--- config.mk ---
export PLATFORM = sky130hd
export DESIGN_NAME = mesm6_input_conditioner
export DESIGN_NICKNAME = d
export VERILOG_FILES = /design/src/rtl/mesm6_input_conditioner.sv
export SDC_FILE = /design/constraint.sdc
export NUM_CORES = 1
export LEC_CHECK = 0
export CAP_MARGIN = 20
export CELL_PAD_IN_SITES_DETAIL_PLACEMENT = 0
export CELL_PAD_IN_SITES_GLOBAL_PLACEMENT = 1
export CORE_ASPECT_RATIO = 1.2
export CORE_UTILIZATION = 42
export CTS_CLUSTER_DIAMETER = 50
export CTS_CLUSTER_SIZE = 25
export DETAILED_ROUTE_END_ITERATION = 7
export PLACE_DENSITY_LB_ADDON = 0.05
export REMOVE_ABC_BUFFERS = 1
export SKIP_CTS_REPAIR_TIMING = 1
export SLEW_MARGIN = 10
export SYNTH_ARGS = -nofsm -noshare
export SYNTH_HDL_FRONTEND = slang
export SYNTH_SLANG_ARGS = --single-unit
--- constraint.sdc ---
create_clock -name clk -period 2.28 [get_ports clk]
set_input_delay 0.456 -clock clk [delete_from_list [all_inputs] [get_ports clk]]
set_output_delay 0.456 -clock clk [all_outputs]
set_load 0.05 [all_outputs]
--- src/rtl/mesm6_input_conditioner.sv ---
// rtl/mesm6_input_conditioner.sv - per-bit synchronise, debounce and edge-detect front end for GPIO inputs
//
// Purpose:
//   Turns raw asynchronous switch/key inputs into clean debounced levels.
//   Each bit is synchronised through two flops and must then hold a new
//   level for DEBOUNCE_CYCLES consecutive synchronised cycles before it is
//   accepted. Accepted changes produce one-cycle rise/fall strobes and,
//   when enabled, set sticky pending flags that drive the interrupt line.
//
// Ports:
//   clk        in   1      system clock, rising edge
//   reset      in   1      asynchronous active-low reset
//   i_raw      in   WIDTH  raw asynchronous inputs
//   i_rise_en  in   WIDTH  per-bit: accepted rising edge sets pending
//   i_fall_en  in   WIDTH  per-bit: accepted falling edge sets pending
//   i_ack      in   WIDTH  write-1-to-clear for pending bits
//   o_state    out  WIDTH  debounced level (registered)
//   o_rise     out  WIDTH  one-cycle strobe on accepted 0->1
//   o_fall     out  WIDTH  one-cycle strobe on accepted 1->0
//   o_pending  out  WIDTH  sticky edge flags
//   o_irq      out  1      OR of o_pending

module mesm6_input_conditioner #(
  parameter int WIDTH           = 10,
  parameter int DEBOUNCE_CYCLES = 100000,
  parameter int CNT_W           = 17
) (
  input  logic             clk,
  input  logic             reset,
  input  logic [WIDTH-1:0] i_raw,
  input  logic [WIDTH-1:0] i_rise_en,
  input  logic [WIDTH-1:0] i_fall_en,
  input  logic [WIDTH-1:0] i_ack,
  output logic [WIDTH-1:0] o_state,
  output logic [WIDTH-1:0] o_rise,
  output logic [WIDTH-1:0] o_fall,
  output logic [WIDTH-1:0] o_pending,
  output logic             o_irq
);

  // Elaboration-time parameter sanity.
  if (DEBOUNCE_CYCLES < 2) begin : g_bad_debounce
    $error("mesm6_input_conditioner: DEBOUNCE_CYCLES must be >= 2");
  end
  if (64'(DEBOUNCE_CYCLES) > (64'd1 << CNT_W)) begin : g_bad_cnt_w
    $error("mesm6_input_conditioner: CNT_W too small to hold DEBOUNCE_CYCLES-1");
  end

  localparam logic [CNT_W-1:0] TERM = CNT_W'(DEBOUNCE_CYCLES - 1);

  logic [WIDTH-1:0] r_s1;
  logic [WIDTH-1:0] r_s;
  logic [CNT_W-1:0] r_cnt [WIDTH];
  logic [WIDTH-1:0] r_state;
  logic [WIDTH-1:0] r_rise;
  logic [WIDTH-1:0] r_fall;
  logic [WIDTH-1:0] r_pending;

  logic [WIDTH-1:0] w_diff;
  logic [WIDTH-1:0] w_term;
  logic [WIDTH-1:0] w_accept;
  logic [WIDTH-1:0] w_rise_c;
  logic [WIDTH-1:0] w_fall_c;

  // A bit is accepted on the edge where it has already differed from the
  // accepted level for DEBOUNCE_CYCLES-1 counted cycles plus this one.
  always_comb begin
    w_term = '0;
    for (int i = 0; i < WIDTH; i++) begin
      w_term[i] = (r_cnt[i] == TERM);
    end
  end

  assign w_diff   = r_s ^ r_state;
  assign w_accept = w_diff & w_term;
  assign w_rise_c = w_accept & r_s;
  assign w_fall_c = w_accept & ~r_s;

  always_ff @(posedge clk or negedge reset) begin
    if (!reset) begin
      r_s1      <= '0;
      r_s       <= '0;
      r_state   <= '0;
      r_rise    <= '0;
      r_fall    <= '0;
      r_pending <= '0;
      for (int i = 0; i < WIDTH; i++) begin
        r_cnt[i] <= '0;
      end
    end else begin
      r_s1    <= i_raw;
      r_s     <= r_s1;
      r_state <= r_state ^ w_accept;
      r_rise  <= w_rise_c;
      r_fall  <= w_fall_c;
      // New edge events take priority over a coincident acknowledge.
      r_pending <= (w_rise_c & i_rise_en) | (w_fall_c & i_fall_en)
                 | (r_pending & ~i_ack);
      // Counter restarts whenever the input agrees with the accepted level
      // and on acceptance, so it never advances past TERM.
      for (int i = 0; i < WIDTH; i++) begin
        if (!w_diff[i] || w_term[i]) begin
          r_cnt[i] <= '0;
        end else begin
          r_cnt[i] <= r_cnt[i] + CNT_W'(1);
        end
      end
    end
  end

  assign o_state   = r_state;
  assign o_rise    = r_rise;
  assign o_fall    = r_fall;
  assign o_pending = r_pending;
  assign o_irq     = |r_pending;

endmodule
# Yosys cells after proc, flatten, opt, wreduce, memory -nomap -nowiden
# Cells that the tools add are included.
[totals] inputBits=42 wordCells=79 regBits=230 output_inout_bits=41
[op_classes] addsub=10 bitwise_logic=12 n_eq_ne=10 n_reduce_logical=21 mux=10
[op_table] cell="$add A17 B1 Y17 const B" count=10
[op_table] cell="$eq A17 B17 Y1 const B" count=10
[op_table] cell="$mux W17" count=10
[op_table] cell="$and A10 B10 Y10" count=6
[op_table] cell="$not A10 Y10" count=2
[op_table] cell="$or A10 B10 Y10" count=2
[op_table] cell="$xor A10 B10 Y10" count=2
[op_table] cell="$logic_not A1 Y1" count=10
[op_table] cell="$logic_or A1 B1 Y1" count=10
[op_table] cell="$reduce_or A10 Y1" count=1

# Logic depth before layout (Yosys ltp)
# Gate-level depths: netlist (run 1).
[logic_depth] depth_word=6 mapped_depth=7 ltp_nobuf=5

# Worst setup path before layout (run 1)
# No wires, ideal clock.
[synth_path] path_type="register to register" start="register r_cnt[141] (netlist bit)" end="register with a tool-made name" setup_ps=125 t_required_ps=2155 path_slack_ps=47 synth_period_minus_slack_ps=2233 arrival_ps=2108 n_path_buf=0 path_stages_with_launch=5 cell_sequence="dfrtp_1 -> or4b_1 -> or3_4 -> or4_4 -> mux2_4"
[synth_lines] item="start, declared" line="53" text="logic [CNT_W-1:0] r_cnt [WIDTH];"
[synth_lines] item="start signal, assigned by index" line="105" text="r_cnt[i] <= r_cnt[i] + CNT_W'(1);"

# Worst setup path in the final report (run 1)
[layout_path] start="register r_pending[2] (netlist: o_pending[2])" end="output o_irq"
[layout_between] elab_chain_len=1
[layout_rtl] item="start, declared" line="57" text="logic [WIDTH-1:0] r_pending;"
[layout_rtl] item="start signal, assigned" line="97" text="r_pending <= (w_rise_c & i_rise_en) | (w_fall_c & i_fall_en)"
[layout_rtl] item="$reduce_or A10 Y1" line="115" text="assign o_irq = |r_pending;"
[layout_rtl] item="end, declared" line="38" text="output logic o_irq"
# No other way between the ends.

==> impl_metrics.yaml, run 1 <==
power_and_ir_drop:
  switching_share_pct: 24.10
  pwr-share-seq_pct: 46.5
  p_per_area_nw_per_um2: 690.8
  combPwrFrac_pct: 3.9
  leakage_nw: 5.700
  peakVddDrop_mv: 0.4985
  power.internal_mw: 6.878
  p_sw_mw: 2.184
  clock_power_share_pct: 49.6
logic_synthesis:
  ys_ff_latch: 230
  syn-cell-area_um2: 10650
  synth_flop_cell: "dfrtp_1"
  syn-mean-instance-area_um2: 10.19
  yosys_warnings: 0
  synth_cells: 1045
  async_flop_share_pct: 100.0
  seq_area_frac_synth_pct: 54.06
  synth_edf_count: 0
  yosysUniqueCellTypes: 41
global_route:
  grtUsageMet3_pct: 3.049
  gr-usage-met2_pct: 28.89
  grt_util_all_layers_pct: 17.93
  grt.overflow.total: 0
  grt.busiest_layer: "met2"
  grt_max_degree: 68
  grt_pass1_vias: 7920
  met1_usage_pct: 24.84
  grt_pass1_wl_um: 38920
  antenna_found_initial: 0
timing:
  fmax_mhz: 438.7
  min_period_ns: 2.280
  hold_viol_final: 0
  fin_ws_ns: 0.0003195
  slew_viol_final: 0
  rsz0062_at_grt: "yes"
  clock_skew_ns: 0.02192
  setup_viol: 0
  tightest_slew_ns: 0.5624
  fin_crit_sh_pct: 99.99
  relSlewSlack_pct: 62.44
floorplanning:
  core_um2: 24830
  initial_utilization_pct: 42.88
  ioPinCount: 83
  die_h_um: 176.4
  num_rows: 63
  die_area_um2: 25990
  die_w_um: 147.3
place:
  gp_congestion: 0.7904
  dpl_worst_slack_ns: 0.03476
  placed_cells: 1467
  hpwl_um: 15240
  numPortBuffers: 82
detailed_routing:
  finalWirelength_um: 22330
  viasPerCell: 5.233
  route.detailed.drc: 0
  drt_iter0_markers: 245
  ant_nets: 0
  wl_per_cell_um: 14.70
  vias: 7949
  drt-pass1-iter-count: 4
finish:
  seq_area_um2: 5756
  n_antenna_cell: 0
  final_core_util_pct: 52.83
  final_cell_mix: "dfrtp_1 (230), nor2_1 (163), nand3_1 (76), xnor2_1 (74), xor2_1 (68)"
  fin_cells: 1519
  fill_cells: 2319
  multiInputGateArea_um2: 4662
  layout.nets: 1225
  layout-drive-gt1-share_pct: 8.626
  syn_to_final_growth_pct: 23.21
  layout_commonest_cell: "dfrtp_1"
hold_path:
  hold_class: "in2reg"
  min_path_cells: 1
cts:
  cts_buffers: 28
  clockBufferDepth: 3
  clock-sinks: 230
  root_buffer: "clkbuf_16"
  clk_pin_slew_worst_paths_ns: 0.06
  cts_tree: "yes"
  clk_latency_ns: 0.54
  htree_levels: 1
worst_setup_path:
  start_kind: "register"
  rrSetupSlack_ns: 0.13
  r2r-start: "r_cnt[141]"
  crit_arrival_ns: 1.82
  crit_path_max_fanout: 2
  crit_path_end_kind: "output port"
  cp.required_ns: 1.82
  cp-startpoint: "o_pending[2]"
  crit_end: "o_irq"
  reg2regPathDepth: 4
  critPathKind: "reg2out"
run:
  maxCapViolCount: 0
run_status:
  outcome: "finished clean"
flip-flops by register name, indices dropped and copies added, names as in the netlist, named ones only:
signal / cells
r_s: 10
o_rise: 10
r_s1: 10
o_fall: 10
o_pending: 10
r_cnt: 170
power groups by stage:
stage          clock, mW  combinational, mW  sequential (mW)
2_1_floorplan          0              0.117             4.27
4_1_cts             4.65              0.365             4.21
6_report            4.49              0.352             4.22
3_3_place_gp           0              0.361             4.29
3_5_place_dp           0              0.364             4.29
5_1_grt             4.82              0.404             4.22
worst min-delay path by stage:
stage                   from   endpoint  slack [ns]
floorplan              reset  async pin        0.16
global placement     r_s1[7]     r_s[7]        0.33
detailed placement   r_s1[6]     r_s[6]        0.34
CTS                    reset   r_cnt[9]       -0.12
global route        i_raw[7]    r_s1[7]        0.33
finish              i_raw[6]    r_s1[6]        0.35
area by class of cell:
class | count | area share [%]
clock inverter | 20 | 1.822
sequential | 230 | 43.88
clock buffer | 31 | 5.427
multi-input combinational | 753 | 35.54
inverter | 39 | 1.116
tap | 325 | 3.100
timing repair buffer | 121 | 9.119
per-layer routing:
layer / vias up / wire, µm / share of wire [%]
met4: 0 / 505 / 2.3
met5: - / 0 / 0
li1: 3974 / - / -
met1: 3812 / 10580 / 47
met3: 31 / 911 / 4.1
met2: 132 / 10340 / 46
cell usage after synthesis (all sizes together) (15+ instances only):
cell type  instances  area (µm²)
nor4              37       231.5
clkbuf            21       78.83
inv               39       146.4
nand3             76       380.4
or4               15       116.4
and3              33       206.5
nor2             163       611.8
xor2              68       595.6
nand4             56       350.3
dfrtp            230        5756
xnor2             74       648.1
nor3              38       190.2
nand2             49       183.9
through the flow:
| step | area, µm² | hold WS (ns) | setup TNS (ns) | total power, mW |
|---|---|---|---|---|
| after floorplan | 10560 | 0.1604 | 0 | 4.390 |
| after global placement | 12110 | 0.3336 | 0 | 4.652 |
| after detailed placement | 12110 | 0.3355 | 0 | 4.654 |
| after CTS | 13060 | -0.1193 | -0.6908 | 9.235 |
| after global routing | 13120 | 0.3287 | -0.1153 | 9.452 |
| final | 13120 | 0.3475 | 0 | 9.061 |
logic make-up (layout without fill, tap and decap cells):
| kind of cell | count (synthesis) | in the layout | synth area share (%) |
|---|---|---|---|
| AOI/OAI and AO/OA | 58 | 58 | 3.479 |
| xor gates and xnor gates | 142 | 142 | 11.68 |
| adders and majority gates | 10 | 10 | 1.175 |
| buffers and inverters | 62 | 211 | 2.209 |
| DFF | 230 | 230 | 54.06 |
| muxes | 9 | 9 | 0.9872 |
| and+or+nand+nor | 534 | 534 | 26.41 |
worst max-delay path, cell delays in order, from the launching register on:
cell	delay [ns]
dfrtp_1	0.43
buf_4	0.18
nor4_1	0.31
nand4_1	0.15
buf_4	0.21
Power figures use the tool's default switching activity.
==> run 2, diff against run 1 <==
CORE_MARGIN = 2   (was not set)
==> run 2 against run 1 <==
- die area up 2.5%
- wire length up 2.0%
- combinational power down 2%
- critical path depth stayed put
- register-to-register slack about the same
- total power grew 1.4%
- largest cell class unchanged
- sequential share of layout area down 0.17 points
- highest routed layer is now met5
- cell count grew 0.39%
- worst hold slack lost 0.0038 ns
==> impl_metrics.yaml, run 2 (synthesis results as in run 1) <==
floorplanning:
  die_w_um: 149.3
  ioPinCount: 83
  core_um2: 24830
  die_h_um: 178.4
  die_area_um2: 26640
  initial_utilization_pct: 42.88
  num_rows: 63
finish:
  fin_cells: 1525
  layout-drive-gt1-share_pct: 9.083
  fill_cells: 2293
  n_antenna_cell: 0
  final_cell_mix: "dfrtp_1 (230), nor2_1 (163), nand3_1 (76), xnor2_1 (74), xor2_1 (68)"
  layout.nets: 1229
  largest_reg_flops: 170
  syn_to_final_growth_pct: 23.68
  layout_commonest_cell: "dfrtp_1"
  regMostFlops: "r_cnt"
cts:
  cts_tree: "yes"
  clock-sinks: 230
  cts_buffers: 30
  clockBufferDepth: 3
  root_buffer: "clkbuf_16"
  clk_latency_ns: 0.55
  htree_levels: 1
  clk_pin_slew_worst_paths_ns: 0.06
timing:
  setup_viol: 0
  tightest_slew_ns: 0.5504
  relSlewSlack_pct: 63.25
  fmax_mhz: 442.6
  clock_skew_ns: 0.01212
  hold_slack_ns: 0.3437
  hold_viol_final: 0
  fin_crit_sh_pct: 99.10
  slew_viol_final: 0
  min_period_ns: 2.260
  rsz0062_at_grt: "yes"
detailed_routing:
  drt_iter0_markers: 321
  finalWirelength_um: 22790
  drt-pass1-iter-count: 4
  vias: 7960
  viasPerCell: 5.220
  ant_nets: 0
  route.detailed.drc: 0
  wl_per_cell_um: 14.94
place:
  gp_congestion: 0.7989
  numPortBuffers: 82
  hpwl_um: 15390
  placed_cells: 1469
global_route:
  grt_pass1_wl_um: 38970
  grt.overflow.total: 0
  grt_pass1_vias: 8007
  grt_max_degree: 68
  grt_util_all_layers_pct: 17.60
  antenna_found_initial: 2
power_and_ir_drop:
  power_mw: 9.186
  combPwrFrac_pct: 3.7
  leakage_nw: 5.745
  p_per_area_nw_per_um2: 697.6
  power.internal_mw: 6.989
  p_sw_mw: 2.196
  peakVddDrop_mv: 0.5968
  switching_share_pct: 23.91
  clock_power_share_pct: 50.3
  pwr-share-seq_pct: 45.9
run:
  maxCapViolCount: 0
worst_setup_path:
  cp.required_ns: 1.82
  crit_path_end_kind: "output port"
  reg2regPathDepth: 4
  crit_path_max_fanout: 2
  start_kind: "register"
  crit_arrival_ns: 1.80
  critPathKind: "reg2out"
hold_path:
  hold_class: "in2reg"
  min_path_cells: 1
run_status:
  outcome: "finished clean"
==> run 2: changes by cell type in the layout (fill, tap and decap cells not counted), sizes merged <==
cell	change
clkbuf	+4
buf	+2
clkinv	+2
inv	-2
bufinv	-1
clkdlybuf4s50	-1
clkinvlp	+1
dlymetal6s2s	+1
==> run 2: through the flow <==
step	setup WS [ns]	cell area (µm²)	TNS, ns	util [%]
final	0.02047	13170	0	53.03
after global routing	-0.05263	13170	-0.05263	53.03
after CTS	-0.1196	13110	-0.7909	52.79
after detailed placement	0.02858	12110	0	48.78
after global placement	0.02841	12110	0	48.78
after floorplan	0.04668	10560	0	-
==> run 2: critical path, stage by stage (launching register included) <==
cell and delay, ns:
dfrtp_1 0.43, buf_4 0.17, nor4_1 0.31, nand4_1 0.13
buf_4 0.21
==> run 2: worst paths after layout <==
path,from,end,slack (ns)
worst max-delay path,o_pending[2],o_irq,0.02
worst min-delay path,i_raw[2],r_s1[2],0.34
worst max register to register,r_cnt[141],register,0.12
worst min register to register,r_s1[1],r_s[1],0.35
max in group asynchronous,reset,r_cnt[131],1.10
min in group asynchronous,reset,r_cnt[14],0.44
==> run 2: area by class of cell <==
class                           count  area (µm²)  area share, %
Multi-Input combinational cell    753        4662          35.40
Clock buffer                       35       800.8          6.081
Inverter                           39       146.4          1.112
Clock inverter                     20       195.2          1.482
Tap cell                          325       406.6          3.088
Timing Repair Buffer              123        1201          9.122
Sequential cell                   230        5756          43.71
==> run 2: metal layers <==
metal	global-route usage, %	vias to the layer above	wire length (µm)
met5	0	-	13
met4	5.278	2	570
met3	3.274	45	1102
met2	28.84	144	10570
met1	23.81	3792	10530
li1	-	3977	-
==> run 2: power groups by stage <==
| stage | Combinational, mW | Sequential, mW | Clock, mW |
|---|---|---|---|
| 2_1_floorplan | 0.117 | 4.27 | 0 |
| 3_3_place_gp | 0.352 | 4.29 | 0 |
| 3_5_place_dp | 0.354 | 4.29 | 0 |
| 4_1_cts | 0.354 | 4.22 | 4.79 |
| 5_1_grt | 0.396 | 4.23 | 4.95 |
| 6_report | 0.344 | 4.22 | 4.62 |
